File: src/rtl/vga_params_pkg.sv
// vga_params: timing constants and decoder FSM encoding shared by the VGA
// timing generator (vga_sync) and the sync decoder (vga_sync_decoder).
// Default figures describe 640x480@60 with a 100 MHz system clock and a
// 25 MHz pixel rate (DIV = 4).
package vga_params;

    localparam int DEF_H_DISPLAY = 640;
    localparam int DEF_H_FP      = 16;
    localparam int DEF_H_SYNC    = 96;
    localparam int DEF_H_BP      = 48;
    localparam int DEF_V_DISPLAY = 480;
    localparam int DEF_V_FP      = 10;
    localparam int DEF_V_SYNC    = 2;
    localparam int DEF_V_BP      = 33;
    localparam int DEF_DIV       = 4;

    // Line/frame totals and the counter value at which the active area starts.
    // Counters run from the start of the sync pulse, so sync and back porch
    // come first.
    localparam int DEF_H_TOTAL = DEF_H_DISPLAY + DEF_H_FP + DEF_H_SYNC + DEF_H_BP;
    localparam int DEF_V_TOTAL = DEF_V_DISPLAY + DEF_V_FP + DEF_V_SYNC + DEF_V_BP;
    localparam int DEF_H_ACT   = DEF_H_SYNC + DEF_H_BP;
    localparam int DEF_V_ACT   = DEF_V_SYNC + DEF_V_BP;

    typedef enum logic [1:0] {
        SEARCH  = 2'd0,
        H_ALIGN = 2'd1,
        V_ALIGN = 2'd2,
        LOCKED  = 2'd3
    } dec_state_t;

endpackage

File: src/rtl/sync_edge_detector.sv
// sync_edge_detector: brings an asynchronous active-low sync signal into the
// clk domain through a two-flop synchronizer and flags its falling edge.
//   clk     in  system clock
//   reset   in  asynchronous active-low reset
//   sync_in in  raw sync input (idle high)
//   fall    out one-clk pulse, two clocks after the input falls
module sync_edge_detector (
    input  logic clk,
    input  logic reset,
    input  logic sync_in,
    output logic fall
);

    logic meta_p0;
    logic stable_p1;
    logic stable_p2;

    // Flops preset high so that an idle (high) sync line never produces a
    // spurious edge on reset release.
    always_ff @(posedge clk or negedge reset) begin
        if (!reset) begin
            meta_p0   <= 1'b1;
            stable_p1 <= 1'b1;
            stable_p2 <= 1'b1;
        end else begin
            meta_p0   <= sync_in;
            stable_p1 <= meta_p0;
            stable_p2 <= stable_p1;
        end
    end

    assign fall = stable_p2 & ~stable_p1;

endmodule

File: src/rtl/vga_sync_decoder.sv
// vga_sync_decoder: recovers pixel timing from external hsync/vsync, locks
// onto the raster and reports the current active-area pixel.
//   clk, reset            system clock, asynchronous active-low reset
//   hsync, vsync          active-low syncs from the timing source
//   err_clr               one-clk pulse clearing h_err / v_err
//   pixel_x, pixel_y      active-area coordinate (0 outside the active area)
//   video_on              locked and inside the active area
//   p_tick                recovered pixel tick, one clk every DIV clk
//   locked                FSM is in LOCKED
//   frame_start           one clk with the first active pixel (0,0) of a frame
//   h_err, v_err          sticky line / frame length errors raised while locked
module vga_sync_decoder
    import vga_params::*;
#(
    parameter int H_DISPLAY = DEF_H_DISPLAY,
    parameter int H_FP      = DEF_H_FP,
    parameter int H_SYNC    = DEF_H_SYNC,
    parameter int H_BP      = DEF_H_BP,
    parameter int V_DISPLAY = DEF_V_DISPLAY,
    parameter int V_FP      = DEF_V_FP,
    parameter int V_SYNC    = DEF_V_SYNC,
    parameter int V_BP      = DEF_V_BP,
    parameter int DIV       = DEF_DIV
) (
    input  logic       clk,
    input  logic       reset,
    input  logic       hsync,
    input  logic       vsync,
    input  logic       err_clr,
    output logic [9:0] pixel_x,
    output logic [9:0] pixel_y,
    output logic       video_on,
    output logic       p_tick,
    output logic       locked,
    output logic       frame_start,
    output logic       h_err,
    output logic       v_err
);

    localparam int H_TOTAL = H_DISPLAY + H_FP + H_SYNC + H_BP;
    localparam int V_TOTAL = V_DISPLAY + V_FP + V_SYNC + V_BP;
    localparam int DIV_W   = (DIV > 1) ? $clog2(DIV) : 1;

    localparam logic [9:0]       H_LAST    = 10'(H_TOTAL - 1);
    localparam logic [9:0]       V_LAST    = 10'(V_TOTAL - 1);
    localparam logic [9:0]       H_ACT     = 10'(H_SYNC + H_BP);
    localparam logic [9:0]       H_ACT_END = 10'(H_SYNC + H_BP + H_DISPLAY - 1);
    localparam logic [9:0]       V_ACT     = 10'(V_SYNC + V_BP);
    localparam logic [9:0]       V_ACT_END = 10'(V_SYNC + V_BP + V_DISPLAY - 1);
    localparam logic [DIV_W-1:0] DIV_LAST  = DIV_W'(DIV - 1);

    logic             h_fall;
    logic             v_fall;
    logic [DIV_W-1:0] div_p0;
    logic [9:0]       h_cnt_p0;
    logic [9:0]       v_cnt_p0;
    dec_state_t       state;
    dec_state_t       state_nx;
    logic             good_seen;
    logic             good_seen_nx;
    logic             set_h;
    logic             set_v;
    logic             line_good;
    logic             line_bad;
    logic             h_wrap;
    logic             frame_bad;
    logic             in_active;
    logic             is_locked;

    sync_edge_detector u_hsync_edge (
        .clk    (clk),
        .reset  (reset),
        .sync_in(hsync),
        .fall   (h_fall)
    );

    sync_edge_detector u_vsync_edge (
        .clk    (clk),
        .reset  (reset),
        .sync_in(vsync),
        .fall   (v_fall)
    );

    // ---- stage p0: pixel divider and raster counters ----
    // An hsync fall re-phases the divider so the tick lands on the pixel
    // boundary of the source; in steady state it coincides with a tick anyway.
    always_ff @(posedge clk or negedge reset) begin
        if (!reset) begin
            div_p0 <= '0;
        end else if (h_fall || div_p0 == DIV_LAST) begin
            div_p0 <= '0;
        end else begin
            div_p0 <= div_p0 + DIV_W'(1);
        end
    end

    assign p_tick = (div_p0 == DIV_LAST);

    // Rows advance at the start of the active part of the line, so a row
    // number is stable for every active pixel of that row.
    always_ff @(posedge clk or negedge reset) begin
        if (!reset) begin
            h_cnt_p0 <= '0;
            v_cnt_p0 <= '0;
        end else begin
            if (h_fall) begin
                h_cnt_p0 <= '0;
            end else if (p_tick) begin
                h_cnt_p0 <= (h_cnt_p0 == H_LAST) ? 10'd0 : h_cnt_p0 + 10'd1;
            end
            if (v_fall) begin
                v_cnt_p0 <= '0;
            end else if (p_tick && !h_fall && h_cnt_p0 == H_ACT - 10'd1) begin
                v_cnt_p0 <= (v_cnt_p0 == V_LAST) ? 10'd0 : v_cnt_p0 + 10'd1;
            end
        end
    end

    // Line/frame qualification. A wrap is the tick where the next hsync fall
    // should have arrived but did not.
    assign line_good = h_fall && (h_cnt_p0 == H_LAST);
    assign line_bad  = h_fall && (h_cnt_p0 != H_LAST);
    assign h_wrap    = p_tick && !h_fall && (h_cnt_p0 == H_LAST);
    assign frame_bad = v_fall && !(v_cnt_p0 == V_LAST || v_cnt_p0 == 10'd0);

    // ---- lock FSM ----
    always_ff @(posedge clk or negedge reset) begin
        if (!reset) begin
            state     <= SEARCH;
            good_seen <= 1'b0;
            h_err     <= 1'b0;
            v_err     <= 1'b0;
        end else begin
            state     <= state_nx;
            good_seen <= good_seen_nx;
            // A new error in the same clock as err_clr survives.
            if (set_h) begin
                h_err <= 1'b1;
            end else if (err_clr) begin
                h_err <= 1'b0;
            end
            if (set_v) begin
                v_err <= 1'b1;
            end else if (err_clr) begin
                v_err <= 1'b0;
            end
        end
    end

    always_comb begin
        state_nx     = state;
        good_seen_nx = good_seen;
        set_h        = 1'b0;
        set_v        = 1'b0;
        unique case (state)
            SEARCH: begin
                // The first edge only establishes line phase; its length is unknown.
                if (h_fall) begin
                    state_nx     = H_ALIGN;
                    good_seen_nx = 1'b0;
                end
            end
            H_ALIGN: begin
                if (line_bad || h_wrap) begin
                    good_seen_nx = 1'b0;
                end else if (line_good) begin
                    if (good_seen) begin
                        state_nx     = V_ALIGN;
                        good_seen_nx = 1'b0;
                    end else begin
                        good_seen_nx = 1'b1;
                    end
                end
            end
            V_ALIGN: begin
                if (line_bad || h_wrap) begin
                    state_nx     = H_ALIGN;
                    good_seen_nx = 1'b0;
                end else if (v_fall) begin
                    state_nx = LOCKED;
                end
            end
            LOCKED: begin
                if (line_bad || h_wrap) begin
                    state_nx = SEARCH;
                    set_h    = 1'b1;
                end
                if (frame_bad) begin
                    state_nx = SEARCH;
                    set_v    = 1'b1;
                end
            end
            default: begin
                state_nx = SEARCH;
            end
        endcase
    end

    assign is_locked = (state == LOCKED);
    assign locked    = is_locked;
    assign in_active = (h_cnt_p0 >= H_ACT) && (h_cnt_p0 <= H_ACT_END) &&
                       (v_cnt_p0 >= V_ACT) && (v_cnt_p0 <= V_ACT_END);

    // ---- stage p1: registered pixel outputs ----
    // frame_start marks the first clock of pixel (0,0), i.e. the clock right
    // after the tick that moved the counters there (divider back at 0).
    always_ff @(posedge clk or negedge reset) begin
        if (!reset) begin
            pixel_x     <= '0;
            pixel_y     <= '0;
            video_on    <= 1'b0;
            frame_start <= 1'b0;
        end else begin
            video_on    <= is_locked && in_active;
            pixel_x     <= (is_locked && in_active) ? h_cnt_p0 - H_ACT : 10'd0;
            pixel_y     <= (is_locked && in_active) ? v_cnt_p0 - V_ACT : 10'd0;
            frame_start <= is_locked && in_active && (h_cnt_p0 == H_ACT) &&
                           (v_cnt_p0 == V_ACT) && (div_p0 == '0);
        end
    end

endmodule

File: config.mk
export PLATFORM = sky130hd
export DESIGN_NAME = vga_sync_decoder
export DESIGN_NICKNAME = d
export VERILOG_FILES = /design/src/rtl/vga_params_pkg.sv /design/src/rtl/sync_edge_detector.sv /design/src/rtl/vga_sync_decoder.sv
export SDC_FILE = /design/constraint.sdc
export NUM_CORES = 1
export LEC_CHECK = 0
export ABC_CLOCK_PERIOD_IN_PS = 2950
export CAP_MARGIN = 40
export CORE_ASPECT_RATIO = 0.5
export CORE_MARGIN = 2
export CORE_UTILIZATION = 45
export DETAILED_ROUTE_END_ITERATION = 7
export PLACE_DENSITY_LB_ADDON = 0.15
export SETUP_SLACK_MARGIN = 0.02
export SYNTH_ARGS = -nofsm -noshare
export SYNTH_HDL_FRONTEND = slang
export SYNTH_SLANG_ARGS = --single-unit
File: constraint.sdc
create_clock -name clk -period 2.95 [get_ports clk]
set_input_delay 0.295 -clock clk [delete_from_list [all_inputs] [get_ports clk]]
set_output_delay 0.295 -clock clk [all_outputs]
set_load 0.05 [all_outputs]
== After elaboration in Yosys (flattened, before gate mapping) ==
Index checks and enable logic that the tools add are counted.

* Bits in registers: 55
* Input port bits: 5
* Output and inout bits: 26
* Word-level logic and storage cells: 107

* $add $sub $neg: 5
* Order comparisons: 4
* Equality and inequality tests: 18
* Mux-type cells: 31
* Bitwise gates (word level): 4
* Reductions and logical operators: 28

{| class="wikitable"
|+ Operator list
! kind !! number
|-
| 10-bit two-way mux || 8
|-
| 10-bit by 1-bit adder with 10-bit output (second input constant) || 2
|-
| 10-bit == test (second input constant) || 2
|-
| 10-bit by 8-bit == test with 1-bit output (second input constant) || 2
|-
| 10-bit <= comparator (second input constant) || 2
|-
| 2-bit two-way mux || 9
|-
| 1-bit logical AND || 13
|-
| 1-bit two-way mux || 12
|-
| 10-bit by 6-bit == test with 1-bit output (second input constant) || 1
|-
| 10-bit by 6-bit greater-or-equal comparator with 1-bit output (second input constant) || 1
|-
| 10-bit by 8-bit greater-or-equal comparator with 1-bit output (second input constant) || 1
|-
| 10-bit zero test || 1
|-
| 10-bit != test (second input constant) || 1
|-
| 2-bit != test (second input constant) || 5
|-
| 10-bit by 6-bit subtractor with 10-bit output (second input constant) || 1
|-
| 10-bit by 8-bit subtractor with 10-bit output (second input constant) || 1
|-
| 2-bit case mux with 4 select lines || 1
|-
| 2-bit nonzero test || 4
|-
| 2-bit == test (second input constant) || 3
|-
| 3-bit != test (second input constant) || 2
|-
| 6-bit AND reduction || 1
|-
| 2-bit zero test || 2
|-
| 4-bit AND reduction || 1
|-
| 1-bit logical OR || 3
|-
| other kinds (8) || 11
|}

== Depth between registers and ports, before layout ==
Gate-level depths: netlist of the first run.

* Depth in word-level cells: 9
* Depth in mapped cells: 8
* Depth with buffers taken out: 7

== Cells and area by module ==
Synthesis of the first run repeated with hierarchy kept, for this count alone.

* Cell total of the unflattened synthesis: 283
* Area total of the unflattened synthesis: 2808.9 um2

{| class="wikitable"
|+ By module, submodules not included
! module !! instances !! cells an instance !! area an instance (um2) !! seq. area each (um2)
|-
| vga_sync_decoder || 1 || 275 || 2623.8 || 1226.2
|-
| sync_edge_detector || 2 || 4 || 92.6 || 78.8
|}

== Worst setup path after synthesis of the first run ==
No wires, ideal clock.

* Path kind: register to register
* Start: register h_cnt_p0[5]
* End: register state[0]
* Setup time: 0.083 ns
* Arrival: 2.098 ns
* Setup slack: 0.769 ns
* Cell stages (with the launch flop): 8
* Buffers on the path: 0
* Cell sequence: dfrtp_1 > inv_1 > ha_1 > nand4_1 > nor4_1 > mux2_2 > a311o_1 > o21ai_0

* Longest elaborated chain between the ends: 5
* Elaborated cells on any way between the ends: 13

{| class="wikitable"
|+ RTL lines
! item !! RTL line !! source
|-
| from (decl) || vga_sync_decoder.sv:55 || <nowiki>logic [9:0] h_cnt_p0;</nowiki>
|-
| from (signal assigned) || vga_sync_decoder.sv:109 || <nowiki>h_cnt_p0 <= (h_cnt_p0 == H_LAST) ? 10'd0 : h_cnt_p0 + 10'd1;</nowiki>
|-
| 10-bit != test / 10-bit == test (equally long branches) || vga_sync_decoder.sv:122, vga_sync_decoder.sv:121, vga_sync_decoder.sv:123 ||
|-
| 1-bit logical AND, on equally long branches || vga_sync_decoder.sv:122, vga_sync_decoder.sv:123 ||
|-
| 1-bit logical OR || vga_sync_decoder.sv:164, vga_sync_decoder.sv:176, vga_sync_decoder.sv:184 ||
|-
| 3-bit by 2-bit != test with 1-bit output (no source line) (tied with other cells) || n/a ||
|-
| 6-bit AND reduction (no source line) / 2-bit case mux with 4 select lines (equally long branches) || n/a ||
|-
| to (signal assigned) || vga_sync_decoder.sv:134 || <nowiki>state <= state_nx;</nowiki>
|-
| to (decl) || vga_sync_decoder.sv:57 || <nowiki>dec_state_t state;</nowiki>
|}

Several ways; a longest one is shown, not always the timed one.
A chain may end at the register's enable or synchronous reset.

== Final worst setup path of the first run ==
* Start: register div_p0[0]
* End: output p_tick

* Longest elaborated chain between the ends: 1

{| class="wikitable"
|+ RTL lines
! item !! RTL line !! source
|-
| from (decl) || vga_sync_decoder.sv:54 || <nowiki>logic [DIV_W-1:0] div_p0;</nowiki>
|-
| from (signal assigned) || vga_sync_decoder.sv:93 || <nowiki>div_p0 <= div_p0 + DIV_W'(1);</nowiki>
|-
| 2-bit == test || vga_sync_decoder.sv:97 || <nowiki>assign p_tick = (div_p0 == DIV_LAST);</nowiki>
|-
| to (decl) || vga_sync_decoder.sv:33 || <nowiki>output logic p_tick,</nowiki>
|}

Every way passes these cells.

==> summary.md, run 1 <==
| Metric | Value |
|---|---|
| TritonCTS Buffers | `5` |
| WL/cell | `14.5 µm` |
| Final worst path period need | `approximately 2.2 ns` |
| Worst-margin pin slew | `0.782 ns` |
| Clock Pin Slew Worst Setup and Hold Paths | `0.06 ns` |
| CP max FO | `10` |
| Placed Cells incl. Taps | `382` |
| Post-synthesis register bit count | `between 50 and 60` |
| Synth warn | `0` |
| GP Congestion | `0.843` |
| Die area | `6810 µm²` |
| Setup violators final | `0` |
| Hold WS | `0.0780 ns` |
| Post-synthesis cell count | `289` |
| Drt via density | `5.45` |
| Drt first pass iters | `4` |
| Clock sinks | `55` |
| Detailed placement HPWL | `4050 µm` |
| Max-Cap Viols | `0` |
| Syn avg cell area | `9.54 µm²` |
| Max stage delay cell, worst path | `clkdlybuf4s50_1` |
| Commonest non-fill, non-tap cell in the layout | `dfrtp_1` |
| Setup crit start kind | `flip-flop` |
| CTS Hold Bufs | `0` |
| Layout cells sized above 1 | `0.0799` |
| CTS tree | `built` |
| Die width | `115 µm` |
| Synth Flop Type | `dfrtp_1` |
| Status | `finished, final reports clean` |
| Vias in the first global route | `2031` |
| Total track usage | `0.189` |
| Worst hold path class | `in -> async` |
| Remaining antenna violation count | `0` |
| Nets@finish | `328` |
| RSZ-0062 raised after global routing | `false` |
| Worst-path cell chain | `ha_1, clkdlybuf4s50_1` |
| Die H | `59.3 µm` |
| Post-CTS sizing | `0` |
| Synth cell types | `49` |
| Most frequent cells in the layout | `dfrtp_1, nor2_1, clkdlybuf4s50_1` |
| Placed cell area | `3080 µm²` |
| Num ports | `31` |
| Post-synth EDFFs | `0` |
| Vias post-DR | `between 2000 and 2500` |
| Post-route insts no fill | `390` |
| Core region area | `5980 µm²` |
| PD cells | `533 nW/µm²` |
| Ys async rst share | `1.00` |
| Leak | `0.00145 µW` |
| Initial antenna violation count | `0` |
| Worst path required time | `2.65 ns` |
| Slew Limit Fails | `0` |
| Antenna cells | `0` |
| Largest net degree at the start of global routing | `36` |
| Mapped Nets | `305` |
| IO buf count | `30` |
| Worst Skew | `about 0.005 ns` |
| R2R Setup Slk | `0.80 ns` |
| # Post-CTS Setup Buffers | `0` |
| CP endpoint kind | `primary output` |
| Worst Path Arrival | `a little under 2 ns` |
| Row Count | `20` |
| F_max | `448 MHz` |
| Setup TNS | `0 ns` |
| Worst path max stage delay | `0.88 ns` |
| Clk buf depth | `2` |
| First-pass GRT wire length | `9760 µm` |
| Worst-skew pair later-pin latency | `0.30 ns` |
| Initial Util | `0.461` |
| Seq/Total Area, Yosys | `0.502` |
| Area Growth Syn to Fin | `16.8%` |
| Final hold viol count | `0` |
| Initial DRC Count | `111` |
| Final worst-path cycle share | `0.756` |
| Peak supply drop | `0.268 mV` |
| Crit Path Class | `reg -> out` |
| Post-route design area | `3220 µm²` |
| Cell Area, Synth | `2760 µm²` |
| H-tree depth | `2` |
| Slew Limit Headroom | `0.479` |
| Clock root buffer | `clkbuf_16` |
| DRC viols | `0` |
| DRT Wirelength | `5660 µm` |
| GR Overflow Total | `0` |
## routing by layer
| metal | track usage | part of all wire | vias to the layer above |
|---|---|---|---|
| met2 | 0.306 | 0.47 | 34 |
| li1 | - | - | 1031 |
| met4 | 0.0627 | 0.013 | 0 |
| met3 | 0.0450 | 0.043 | 8 |
| met1 | 0.255 | 0.47 | 1051 |
| met5 | 0 | 0 | - |
## power breakdown
part	leakage (µW)	switching (µW)	total [µW]	internal, µW
combinational	0.000645	187	292	105
sequential	0.000740	47.8	851	803
clock	0.0000652	255	572	316
## flip-flops by register name (all words and copies together), names as in the netlist, 2 cells and up
signal and count:
pixel_y 10, h_cnt_p0 10, v_cnt_p0 10, pixel_x 10, state 2, div_p0 2
## Yosys cell counts (all sizes together) (3+ instances only)
cell / count / area share
or4: 3 / 0.0095
ha: 11 / 0.050
dfstp: 6 / 0.057
a21oi: 6 / 0.011
nor3: 5 / 0.011
nor3b: 4 / 0.011
nor4: 5 / 0.011
nand2b: 4 / 0.0091
nand3: 8 / 0.015
and3: 3 / 0.0068
o22ai: 3 / 0.0068
dfrtp: 49 / 0.44
nand4: 5 / 0.014
a21o: 7 / 0.019
o21ai: 27 / 0.049
nor2: 40 / 0.054
xnor2: 9 / 0.029
a31oi: 3 / 0.0068
and2: 4 / 0.0091
or2: 4 / 0.0091
inv: 20 / 0.027
buf: 10 / 0.024
o31ai: 3 / 0.013
clkbuf: 8 / 0.011
nand2: 22 / 0.030
## worst paths after layout
check	startpoint	endpoint	cells after the start
worst max-delay path	div_p0[0]	p_tick	2
worst min-delay path	reset	pixel_x[0]	1
worst max register to register	h_cnt_p0[8]	v_cnt_p0[4]	5
worst min register to register	u_vsync_edge.meta_p0	u_vsync_edge.stable_p1	0
max in group asynchronous	reset	u_vsync_edge.stable_p2	3
min in group clk	u_vsync_edge.meta_p0	u_vsync_edge.stable_p1	0
## area by class of cell
type | count | area [µm²]
inverters | 20 | 75.1
fillers | 532 | 2760
flip-flops and latches | 55 | 1380
well taps | 77 | 96.3
multi-input cells | 196 | 1200
repair buffers | 34 | 325
clock buffers | 8 | 136
## metrics by stage
stage               power (µW)  utilization  setup slack (ns)
floorplan                 1070            -             0.769
global placement          1150        0.515             0.855
detailed placement        1160        0.515             0.833
CTS                       1730        0.538             0.685
global route              1830        0.538             0.624
finish                    1720        0.538             0.719
## critical path, delay by kind of cell (launching register included)
kind,cells,cell delay [ns]
DFF,1,0.37
buffers and inverters,1,0.88
adders and majority gates,1,0.39
## cells by family (layout without fill, tap and decap cells)
family / Yosys count / after routing / synth area share
and+or+nand+nor: 113 / 113 / 0.208
AOI/OAI and AO/OA: 61 / 61 / 0.143
DFF: 55 / 55 / 0.502
buffers and inverters: 38 / 62 / 0.0617
adders and majority gates: 11 / 11 / 0.0499
xor gates and xnor gates: 10 / 10 / 0.0318
muxes: 1 / 1 / 0.00409
Power figures use the tool's default switching activity.
==> run 2, diff against run 1 <==
- ABC_CLOCK_PERIOD_IN_PS: 2950 -> 2040
- clock period: 2.95 -> 2.04 ns (I/O delays scaled with it)
==> summary.md, run 2 (synthesis gave the netlist of run 1 again) <==
| Metric | Value |
|---|---|
| Post-route design area | `3480 µm² (+8.2%)` |
| Placed cell area | `3220 µm² (+4.5%)` |
| Most frequent cells in the layout | `dfrtp_1, nor2_1, clkdlybuf4s50_1` |
| Leak | `0.00159 µW (+9.5%)` |
| Worst Path Arrival | `2.17 ns (+0.23 ns)` |
| Initial Util | `0.461 (unchanged)` |
| Row Count | `20 (unchanged)` |
| CTS tree | `built` |
| Area Growth Syn to Fin | `26.4%` |
| Reg2reg path depth | `7 (+2)` |
| TritonCTS Buffers | `5 (unchanged)` |
| Worst-skew pair later-pin latency | `0.30 ns (about the same)` |
| Clk buf depth | `2 (unchanged)` |
| Worst-margin pin slew | `0.692 ns (-0.0898 ns)` |
| Drt first pass iters | `4 (unchanged)` |
| Worst Skew | `0.00405 ns (-0.00107 ns)` |
| DRT Wirelength | `6360 µm (+12%)` |
| Worst hold path class | `in -> async` |
| Status | `finished, final reports clean` |
| Initial DRC Count | `121 (+9.0%)` |
| Nets@finish | `347 (+5.8%)` |
| Die H | `59.3 µm (unchanged)` |
| F_max | `around 510 MHz` |
| GP Congestion | `0.896 (+6.3%)` |
| Final hold viol count | `0 (unchanged)` |
| Worst path required time | `2.26 ns (-0.39 ns)` |
| R2r startpoint | `h_cnt_p0[5]` |
| H-tree depth | `2 (unchanged)` |
| Drt via density | `5.43 (-0.25%)` |
| Vias in the first global route | `2100 (+3.4%)` |
| Crit Reg-Reg Endpoint | `state[0]` |
| Die width | `115 µm (unchanged)` |
| Layout cells sized above 1 | `0.172 (+0.0918)` |
| Num ports | `31 (unchanged)` |
| Setup crit start kind | `flip-flop` |
| Slew Limit Headroom | `0.539 (+0.0598)` |
| Largest net degree at the start of global routing | `56 (+56%)` |
| CP max FO | `4 (-6)` |
| Clock Pin Slew Worst Setup and Hold Paths | `0.07 ns (about the same)` |
| Clock sinks | `55 (unchanged)` |
| PD cells | `736 nW/µm² (+38%)` |
| Core region area | `5980 µm² (unchanged)` |
| Fillers | `518 (-2.6%)` |
| Remaining antenna violation count | `0 (unchanged)` |
| Crit Path Class | `reg -> reg` |
| Initial antenna violation count | `0 (unchanged)` |
| Setup violators final | `0 (unchanged)` |
| Final worst-path cycle share | `0.955` |
| CTS Hold Bufs | `0 (unchanged)` |
| Slew Limit Fails | `0 (unchanged)` |
| Antenna cells | `0 (unchanged)` |
| First-pass GRT wire length | `10200 µm (+4.8%)` |
| R2R Setup Slk | `0.09 ns (-0.71 ns)` |
| Final Util | `0.582 (+0.0441)` |
| Final worst path period need | `1.95 ns` |
| Die area | `6810 µm² (unchanged)` |
| Max-Cap Viols | `0 (unchanged)` |
| Vias post-DR | `2222 (+4.6%)` |
| Commonest non-fill, non-tap cell in the layout | `dfrtp_1` |
| IO buf count | `30 (unchanged)` |
| Peak supply drop | `0.381 mV (+42%)` |
| Clock root buffer | `clkbuf_16` |
| WL/cell | `15.6 µm (+7.2%)` |
| Detailed placement HPWL | `4390 µm (+8.5%)` |
| Total track usage | `0.199 (+0.0103)` |
| DRC viols | `0 (unchanged)` |
| GR Overflow Total | `0 (unchanged)` |
| CP endpoint kind | `flip-flop` |
| RSZ-0062 raised after global routing | `true` |
==> run 2: what timing repair did <==
| item | 4_1_cts | 5_1_grt |
|---|---|---|
| setup endpoints to repair | 1 | 35 |
| gates resized for setup | 1 | 15 |
| hold endpoints to repair | 0 | 0 |
| cloned | 0 | 1 |
| pin swaps | 0 | 4 |
| setup buffers | 0 | 2 |
==> run 2: report_power, final <==
part / internal [µW] / switching, µW / total, µW
sequential: 1160 / 73.0 / 1230
combinational: 154 / 277 / 431
clock: 523 / 375 / 898
==> run 2: critical path: stages, from the launching register on <==
cell and delay, ns:
dfrtp_1 0.37, inv_1 0.11, ha_1 0.22, nand4_1 0.16, nor4_4 0.23, mux2_4 0.36, a311o_1 0.36, o21ai_0 0.07
==> run 2: routing by layer <==
| metal | global-route usage | part of all wire | up-vias | wire length [µm] |
|---|---|---|---|---|
| li1 | - | - | 1070 | - |
| met1 | 0.261 | 0.44 | 1093 | 2780 |
| met2 | 0.336 | 0.50 | 49 | 3170 |
| met3 | 0.0460 | 0.050 | 10 | 320 |
| met4 | 0.0627 | 0.015 | 0 | 96 |
| met5 | 0 | 0 | - | 0 |
==> run 2: layout make-up <==
type	count	area, µm²	share of cell area
Clock buffer	8	156	0.0449
Multi-Input combinational cell	196	1270	0.366
Sequential cell	55	1390	0.398
Inverter	20	75.1	0.0216
Timing Repair Buffer	53	494	0.142
Tap cell	77	96.3	0.0277
==> run 2: worst max-delay path by stage <==
stage | start | end | slack [ns] | cells past startpoint
floorplan | h_cnt_p0[5] | state[0] | 0.04 | 7
finish | h_cnt_p0[5] | state[0] | 0.09 | 7
detailed placement | v_cnt_p0[8] | v_cnt_p0[8] | 0.06 | 5
global route | h_cnt_p0[9] | pixel_x[7] | -0.02 | 6
global placement | v_cnt_p0[8] | v_cnt_p0[8] | 0.09 | 5
CTS | v_cnt_p0[8] | v_cnt_p0[8] | 0.05 | 5
==> run 2: per-stage QoR <==
step                      power, µW  setup WS (ns)  cells  setup TNS, ns  hold slack [ns]
final                          2560         0.0912    409              0           0.0269
after global routing           2690        -0.0164    409        -0.0189           0.0973
after CTS                      2590         0.0475    406              0           0.0615
after detailed placement       1690         0.0620    398              0            0.349
after global placement         1670         0.0923    398              0            0.345
after floorplan                1550         0.0351    289              0          -0.0916
==> run 3, diff against run 2 <==
- ABC_CLOCK_PERIOD_IN_PS: 2040 -> 2300
- clock period: 2.04 -> 2.3 ns (I/O delays scaled with it)
==> summary.md, run 3 (synthesis gave the netlist of run 1 again) <==
| Metric | Value |
|---|---|
| Detailed placement HPWL | `3970 µm (-9.5%)` |
| Crit-path leading delay family | `buffers and inverters` |
| Commonest non-fill, non-tap cell in the layout | `dfrtp_1` |
| Dpl ws | `0.222 ns (+0.160 ns)` |
| Vias post-DR | `2115 (-4.8%)` |
| WL/cell | `14.1 µm (-9.2%)` |
| Setup TNS | `0 ns (unchanged)` |
| R2R Setup Slk | `0.23 ns (+0.14 ns)` |
| CTS Hold Bufs | `1 (+1)` |
| Antenna cells | `0 (unchanged)` |
| TritonCTS Buffers | `5 (unchanged)` |
| Initial antenna violation count | `0 (unchanged)` |
| Clock sinks | `55 (unchanged)` |
| Worst path max stage delay | `0.87 ns (+0.50 ns)` |
| Layout cells sized above 1 | `0.109 (-0.0630)` |
| Vias in the first global route | `1896 (-9.7%)` |
| Met3 WL post-DR | `278 µm (-13%)` |
| Drt via density | `5.30 (-2.4%)` |
| Worst hold path class | `in -> reg` |
| Max-Cap Viols | `0 (unchanged)` |
| Fillers | `521 (+0.58%)` |
| Total track usage | `0.183 (-0.0167)` |
| Max stage delay cell, worst path | `clkdlybuf4s50_1` |
| Met2 WL post-DR | `2540 µm (-20%)` |
| Die area | `6810 µm² (unchanged)` |
| Remaining antenna violation count | `0 (unchanged)` |
| Final worst path period need | `2.18 ns` |
| Row Count | `20 (unchanged)` |
| Setup crit start kind | `flip-flop` |
| Initial DRC Count | `115 (-5.0%)` |
| Final worst-path cycle share | `0.946` |
| Clk buf depth | `2 (unchanged)` |
| Slew Limit Fails | `0 (unchanged)` |
| CP endpoint kind | `primary output` |
| DRT Wirelength | `5640 µm (-11%)` |
| F_max | `around 460 MHz` |
| PD cells | `681 nW/µm² (-7.4%)` |
| Worst Path Arrival | `1.95 ns (-0.22 ns)` |
| GP Congestion | `0.866 (-3.4%)` |
| Clock Pin Slew Worst Setup and Hold Paths | `0.07 ns (about the same)` |
| Final hold viol count | `0 (unchanged)` |
| Slew Limit Headroom | `0.661 (+0.122)` |
| Drt first pass iters | `5 (+1)` |
| Sum of routed wire segments on met1 | `2770 µm (-0.32%)` |
| H-tree depth | `2 (unchanged)` |
| Setup violators final | `0 (unchanged)` |
| GR Overflow Total | `0 (unchanged)` |
| Post-CTS sizing | `0 (-1)` |
| Die H | `59.3 µm (unchanged)` |
| CP max FO | `10 (+6)` |
| Num ports | `31 (unchanged)` |
| Worst-path cell chain | `ha_1, clkdlybuf4s50_1` |
| Worst-skew pair later-pin latency | `0.29 ns (about the same)` |
| Crit Path Class | `reg -> out` |
| Worst-margin pin slew | `0.507 ns (-0.185 ns)` |
| Clock root buffer | `clkbuf_16` |
| IO buf count | `30 (unchanged)` |
| Most frequent cells in the layout | `dfrtp_1, nor2_1, clkdlybuf4s50_1` |
| Initial Util | `0.461 (unchanged)` |
| Nets@finish | `337 (-2.9%)` |
| # Post-CTS Setup Buffers | `0 (unchanged)` |
| Crit path buffers/inverters | `1 (unchanged)` |
| Die width | `115 µm (unchanged)` |
| First-pass GRT wire length | `9390 µm (-8.2%)` |
| Peak supply drop | `0.382 mV (+0.37%)` |
| RSZ-0062 raised after global routing | `false` |
| Leak | `0.00152 µW (-4.2%)` |
| DRC viols | `0 (unchanged)` |
| Worst path required time | `2.07 ns (-0.19 ns)` |
| Top layer in use | `met4` |
| Worst Skew | `0.00369 ns (-0.000360 ns)` |
| CTS tree | `built` |
| Area Growth Syn to Fin | `21.0%` |
| Largest net degree at the start of global routing | `56 (unchanged)` |
| Core region area | `5980 µm² (unchanged)` |
| Final setup margin | `0.125 ns (+0.0335 ns)` |
| Status | `finished, final reports clean` |
run 3: cell count changes in the layout (fill, tap and decap cells not counted), sizes merged:
cell           before  now
clkbuf              9    8
clkdlybuf4s50      27   29
dlygate4sd2         1    0
dlygate4sd3         0    1
buf                24   13
run 3: worst paths after layout:
check | startpoint | to | cells past startpoint
max in group asynchronous | reset | u_vsync_edge.stable_p2 | 3
min | hsync | u_hsync_edge.meta_p0 | 1
max | div_p0[0] | p_tick | 2
min in group asynchronous | reset | pixel_x[0] | 3
min reg2reg | u_vsync_edge.meta_p0 | u_vsync_edge.stable_p1 | 0
max reg2reg | h_cnt_p0[5] | state[0] | 7
run 3: per-layer routing:
metal / global-route usage / up-vias
met5: 0 / -
met4: 0.0610 / 0
met3: 0.0440 / 5
met2: 0.283 / 48
met1: 0.255 / 1017
li1: - / 1045
run 3: power by group:
part	internal [µW]	switching [µW]	total [µW]
logic	142	243	385
clock network	464	326	790
registers	1030	66.7	1100
total	1640	636	2270
run 3: stage by stage:
step           cell area (µm²)  utilization  hold slack [ns]  total power (µW)  instances
2_1_floorplan             2760            -          -0.0656              1370        289
5_1_grt                   3330        0.558            0.338              2390        399
4_1_cts                   3330        0.558            0.335              2300        399
3_3_place_gp              3170        0.530            0.246              1490        390
3_5_place_dp              3170        0.530            0.254              1500        390
6_report                  3330        0.558            0.341              2270        399
run 3: layout make-up:
type | instances | area (µm²) | area share
inverters | 20 | 75.1 | 0.0225
well taps | 77 | 96.3 | 0.0289
flip-flops and latches | 55 | 1380 | 0.415
clock buffers | 8 | 156 | 0.0469
repair buffers | 43 | 420 | 0.126
multi-input cells | 196 | 1200 | 0.361
run 3: worst reg2reg max path: stages, from the launching register on:
cell and delay (ns):
dfrtp_1 0.44, inv_1 0.13, ha_1 0.20, nand4_1 0.10
nor4_1 0.28, mux2_2 0.42, a311o_1 0.34, o21ai_0 0.07
